--- src/rtl/match_pkg.sv ---
// match_pkg: shared state encoding, coordinate width and default search geometry
package match_pkg;
  typedef enum logic [1:0] {S_IDLE, S_CLEAR, S_SCAN, S_FINISH} state_e;
  localparam int COORD_W = 16;
  localparam int X_LIMIT_DEF = 48;
  localparam int Y_LIMIT_DEF = 32;
  localparam int SAD_W_DEF = 32;
endpackage

--- src/rtl/scan_counter.sv ---
// scan_counter: raster-order candidate coordinate counter that parks on the final candidate
module scan_counter
  import match_pkg::*;
#(
  parameter int X_LIMIT = X_LIMIT_DEF,
  parameter int Y_LIMIT = Y_LIMIT_DEF
) (
  input  logic               clk,
  input  logic               clear,
  input  logic               advance,
  output logic [COORD_W-1:0] xcur,
  output logic [COORD_W-1:0] ycur,
  output logic               last
);
  localparam logic [COORD_W-1:0] X_MAX = COORD_W'(X_LIMIT - 1);
  localparam logic [COORD_W-1:0] Y_MAX = COORD_W'(Y_LIMIT - 1);
  logic [COORD_W-1:0] x_q, x_d, y_q, y_d;
  // step through columns, wrapping into the next row; the final candidate is held so the last position stays visible
  always_comb begin
    last = (x_q == X_MAX) && (y_q == Y_MAX);
    x_d = x_q;
    y_d = y_q;
    if (clear) begin
      x_d = '0;
      y_d = '0;
    end else if (advance && !last) begin
      x_d = (x_q == X_MAX) ? '0 : x_q + COORD_W'(1);
      y_d = (x_q == X_MAX) ? y_q + COORD_W'(1) : y_q;
    end
  end
  // coordinate registers
  always_ff @(posedge clk) begin
    x_q <= x_d;
    y_q <= y_d;
  end
  assign xcur = x_q;
  assign ycur = y_q;
endmodule

--- src/rtl/best_match_writer.sv ---
// best_match_writer: raster-scan SAD search that streams every new best match to a register file
module best_match_writer
  import match_pkg::*;
#(
  parameter int X_LIMIT = X_LIMIT_DEF,
  parameter int Y_LIMIT = Y_LIMIT_DEF,
  parameter int SAD_W = SAD_W_DEF
) (
  input  logic               Clk,
  input  logic               Reset,
  input  logic               Start,
  input  logic               SadValid,
  input  logic [SAD_W-1:0]   SadValue,
  output logic [COORD_W-1:0] XCur,
  output logic [COORD_W-1:0] YCur,
  output logic               SetZeroes,
  output logic               RegWrite,
  output logic [COORD_W-1:0] XValue,
  output logic [COORD_W-1:0] YValue,
  output logic               Busy,
  output logic               Done
);
  state_e state_q, state_d;
  logic [SAD_W-1:0] best_sad_q, best_sad_d;
  logic [COORD_W-1:0] x_value_q, x_value_d, y_value_q, y_value_d;
  logic set_zeroes_q, set_zeroes_d, reg_write_q, reg_write_d, busy_q, busy_d, done_q, done_d;
  logic cnt_clear, cnt_advance, last;

  scan_counter #(.X_LIMIT(X_LIMIT), .Y_LIMIT(Y_LIMIT)) u_scan_counter (
    .clk    (Clk),
    .clear  (cnt_clear),
    .advance(cnt_advance),
    .xcur   (XCur),
    .ycur   (YCur),
    .last   (last)
  );

  // next state, best-cost tracking; status outputs are decoded from the next state so they register in step with it
  always_comb begin
    state_d = state_q;
    best_sad_d = best_sad_q;
    x_value_d = x_value_q;
    y_value_d = y_value_q;
    reg_write_d = 1'b0;
    cnt_clear = !Reset;
    cnt_advance = 1'b0;
    case (state_q)
      S_IDLE: if (Start) begin
        state_d = S_CLEAR;
        best_sad_d = '1;
        cnt_clear = 1'b1;
      end
      S_CLEAR: state_d = S_SCAN;
      S_SCAN: if (SadValid) begin
        cnt_advance = 1'b1;
        if (SadValue < best_sad_q) begin
          best_sad_d = SadValue;
          reg_write_d = 1'b1;
          x_value_d = XCur;
          y_value_d = YCur;
        end
        if (last || SadValue == '0) state_d = S_FINISH;
      end
      default: state_d = S_IDLE;
    endcase
    set_zeroes_d = state_d == S_CLEAR;
    busy_d = (state_d == S_CLEAR) || (state_d == S_SCAN);
    done_d = state_d == S_FINISH;
  end

  // state and output registers with synchronous active-low reset
  always_ff @(posedge Clk) begin
    if (!Reset) begin
      state_q <= S_IDLE;
      best_sad_q <= '1;
      x_value_q <= '0;
      y_value_q <= '0;
      set_zeroes_q <= 1'b0;
      reg_write_q <= 1'b0;
      busy_q <= 1'b0;
      done_q <= 1'b0;
    end else begin
      state_q <= state_d;
      best_sad_q <= best_sad_d;
      x_value_q <= x_value_d;
      y_value_q <= y_value_d;
      set_zeroes_q <= set_zeroes_d;
      reg_write_q <= reg_write_d;
      busy_q <= busy_d;
      done_q <= done_d;
    end
  end

  assign SetZeroes = set_zeroes_q;
  assign RegWrite = reg_write_q;
  assign XValue = x_value_q;
  assign YValue = y_value_q;
  assign Busy = busy_q;
  assign Done = done_q;
endmodule
--- config.mk ---
export PLATFORM = sky130hd
export DESIGN_NAME = best_match_writer
export DESIGN_NICKNAME = d
export VERILOG_FILES = /design/src/rtl/match_pkg.sv /design/src/rtl/scan_counter.sv /design/src/rtl/best_match_writer.sv
export SDC_FILE = /design/constraint.sdc
export NUM_CORES = 1
export LEC_CHECK = 0
export CELL_PAD_IN_SITES_DETAIL_PLACEMENT = 1
export CELL_PAD_IN_SITES_GLOBAL_PLACEMENT = 1
export CORE_MARGIN = 1
export CORE_UTILIZATION = 30
export DETAILED_ROUTE_END_ITERATION = 16
export PLACE_DENSITY_LB_ADDON = 0.1
export SLEW_MARGIN = 25
export SYNTH_ARGS = -nofsm -noshare
export SYNTH_HDL_FRONTEND = slang
export SYNTH_SLANG_ARGS = --single-unit
--- constraint.sdc ---
create_clock -name Clk -period 6.4 [get_ports Clk]
set_input_delay 1.28 -clock Clk [delete_from_list [all_inputs] [get_ports Clk]]
set_output_delay 1.28 -clock Clk [all_outputs]
set_load 0.005 [all_outputs]
==> run metrics <==
total CTS buffers=9; PortBufs=between 100 and 150; Hold WC Path Type=register to register; outcome=complete, no violations; Storage cell area=roughly 2000 sq um; Pleak=roughly 0.0025 uW; DRC viols=0; Setup violations, final=0; RSZ-0062 raised after global routing=false; Worst Setup SP=SadValue[21]; postcts setup bufs=0; clock transition at the registers of the reported paths=about 70 ps; initial drt markers=between 150 and 200; area of the multi-input gates=approximately 2600 sq um; area of the core=roughly 16000 sq um; final net count=706; setup slack, reg-to-reg=between 3000 and 4000 ps; DR pass1 iterations=4; drt via density=~4.9; Die Wd=~130 microns; RePlAce Congestion=0.755; grt ovf=0; synthesized netlist cell count=between 500 and 600; register area share after synthesis=about two fifths; max cap viols=0; PD cells=roughly 210 nW/um^2; # hold bufs at CTS=0; post-route ant nets=0; asr flop ratio synth=0%; Worst Setup End Kind=register; CP Max Fanout=18; mean cell area of the mapped netlist=9.13 sq um; mapped cell area=4920 sq um; slew margin rel.=between 30% and 40%; clock latency on the worst-skew pair=around 350 ps; num rows=46; Layout area overhead=30.5%; max-slew violation count=0; Data arrival, critical path=between 4000 and 5000 ps; CTS tree=built; Post-synth EDFFs=0; crit path kind=input port to register; most frequent cells in the layout=dfxtp_1 (102), clkdlybuf4s50_1 (102), nand2_1 (87); Synthesized Nets=just over 600; Fmax=approximately 240 MHz; CTS Sinks=approximately 100; clock skew=approximately 5.4 ps; vias in the first global route=4374; leading register cell type out of synthesis=dfxtp_1; largest net degree at the start of global routing=between 70 and 80; via count=around 4200; FILL cells=between 1500 and 2000; first-pass GRT wire length=21.5 mm; worst hold path startpoint=XValue[11]; Worst Tran Pin Value=979 ps; Resize count post-CTS=0; CTS Root Cell=clkbuf_16; drt total wl=13.1 mm; Final period util=65.6%; die area=16900 sq um; mean routed wirelength per cell=around 15 microns; Total GRT Usage=16.3%; CTS Buffer Depth=2; Worst Path Required=6680 ps; diode count=0; startpoint types=input port; Finished Core Util=roughly 40%; min Tclk post-route=roughly 4200 ps; htree depth=3; Hold Vio Cnt, Final=0; initial antenna violation count=0; Detailed Place HPWL=around 9.6 mm; Die Ht=~130 microns; Initial Util=between 30% and 40%; setup TNS=0 ps; VDD IR max=roughly 0.12 mV; reg-to-reg critical path startpoint=best_sad_q[23]; IO Pins=~100; Distinct cells, synth=48; FF+latch count, synth=between 100 and 150; layout cells sized above 1=5.34%; Yosys warning count=0
==> worst max-delay path: stages <==
cell             delay (ps)
clkdlybuf4s50_1         480
ha_1                    340
a21oi_1                 130
o21ai_1                  90
a221oi_1                430
nand2_1                 180
nor3_4                  840
buf_4                   450
mux2i_1                 230
==> path summary, 6_finish.rpt <==
| check | endpoint | depth (start not counted) |
|---|---|---|
| worst min register to register | XValue[11] | 2 |
| worst min-delay path | XValue[11] | 2 |
| worst max-delay path | XValue[5] | 9 |
| worst max register to register | XValue[5] | 9 |
==> through the flow <==
step / cells / area, sq um / hold slack (ps) / total power, uW / worst slack [ps]
floorplan: 539 / 4920 / 451 / 746 / 3070
global placement: 837 / 6120 / 442 / 812 / 1830
detailed placement: 837 / 6120 / 447 / 815 / 1760
CTS: 853 / 6430 / 467 / 1400 / 2120
global route: 853 / 6430 / 481 / 1430 / 1880
finish: 853 / 6430 / 462 / 1370 / 2200
==> area by class of cell <==
class,instances,area share (%)
sequential,102,31.8
inverter,36,2.10
tap,216,4.21
clock buffer,9,3.50
timing repair buffer,106,16.3
clock inverter,7,1.25
multi-input combinational,377,40.8
==> Yosys cell counts, drive strengths merged (2+ instances only) <==
master | n | area [sq um]
o21ai | 7 | 35.0
buf | 9 | 81.3
o22a | 32 | 283
xor2 | 23 | 201
ha | 38 | 475
mux2i | 33 | 330
nor2b | 2 | 12.5
nor2 | 36 | 135
inv | 36 | 135
dfxtp | 102 | 2040
nand2b | 3 | 18.8
nand2 | 87 | 327
nand3 | 13 | 65.1
a21boi | 3 | 22.5
and4b | 2 | 20.0
clkbuf | 15 | 56.3
nor3 | 7 | 45.0
and2 | 6 | 37.5
and4 | 3 | 26.3
a21o | 3 | 22.5
nand4 | 19 | 119
a211oi | 4 | 35.0
or2 | 2 | 12.5
nor4 | 15 | 106
a21oi | 15 | 75.1
and3 | 6 | 37.5
xnor2 | 5 | 43.8
==> power by group <==
part | internal [uW] | total (uW) | leakage (uW) | switching, uW
sequential | 643 | 647 | 0.000824 | 4.72
clock | 310 | 572 | 0.000149 | 262
combinational | 64.4 | 150 | 0.00155 | 86.0
==> state kept, by name (all words and copies together), names as in the netlist, 2 cells and up <==
signal               count
u_scan_counter.ycur     16
XValue                  16
best_sad_q              32
u_scan_counter.xcur     16
YValue                  16
state_q                  2
==> cell families (layout without fill, tap and decap cells) <==
family                   after synthesis  in the layout  synth area share [%]
adder cells (fa/ha/maj)               38             38                  9.66
AND/OR/NAND/NOR                      204            204                  20.0
XOR/XNOR                              28             28                  4.98
multiplexers                          33             33                  6.71
buffers and inverters                 60            158                  5.54
AO/OA/AOI/OAI                         74             74                  11.7
flip-flops                           102            102                  41.5
==> layer usage <==
layer | GRT usage [%] | vias up | part of all wire (%)
met1 | 20.0 | 2026 | 46
li1 | - | 2064 | -
met4 | 6.43 | 0 | 1.7
met5 | 0 | - | 0
met2 | 28.3 | 61 | 49
met3 | 2.71 | 13 | 2.8
No activity file was read; power rests on OpenSTA's default activity.
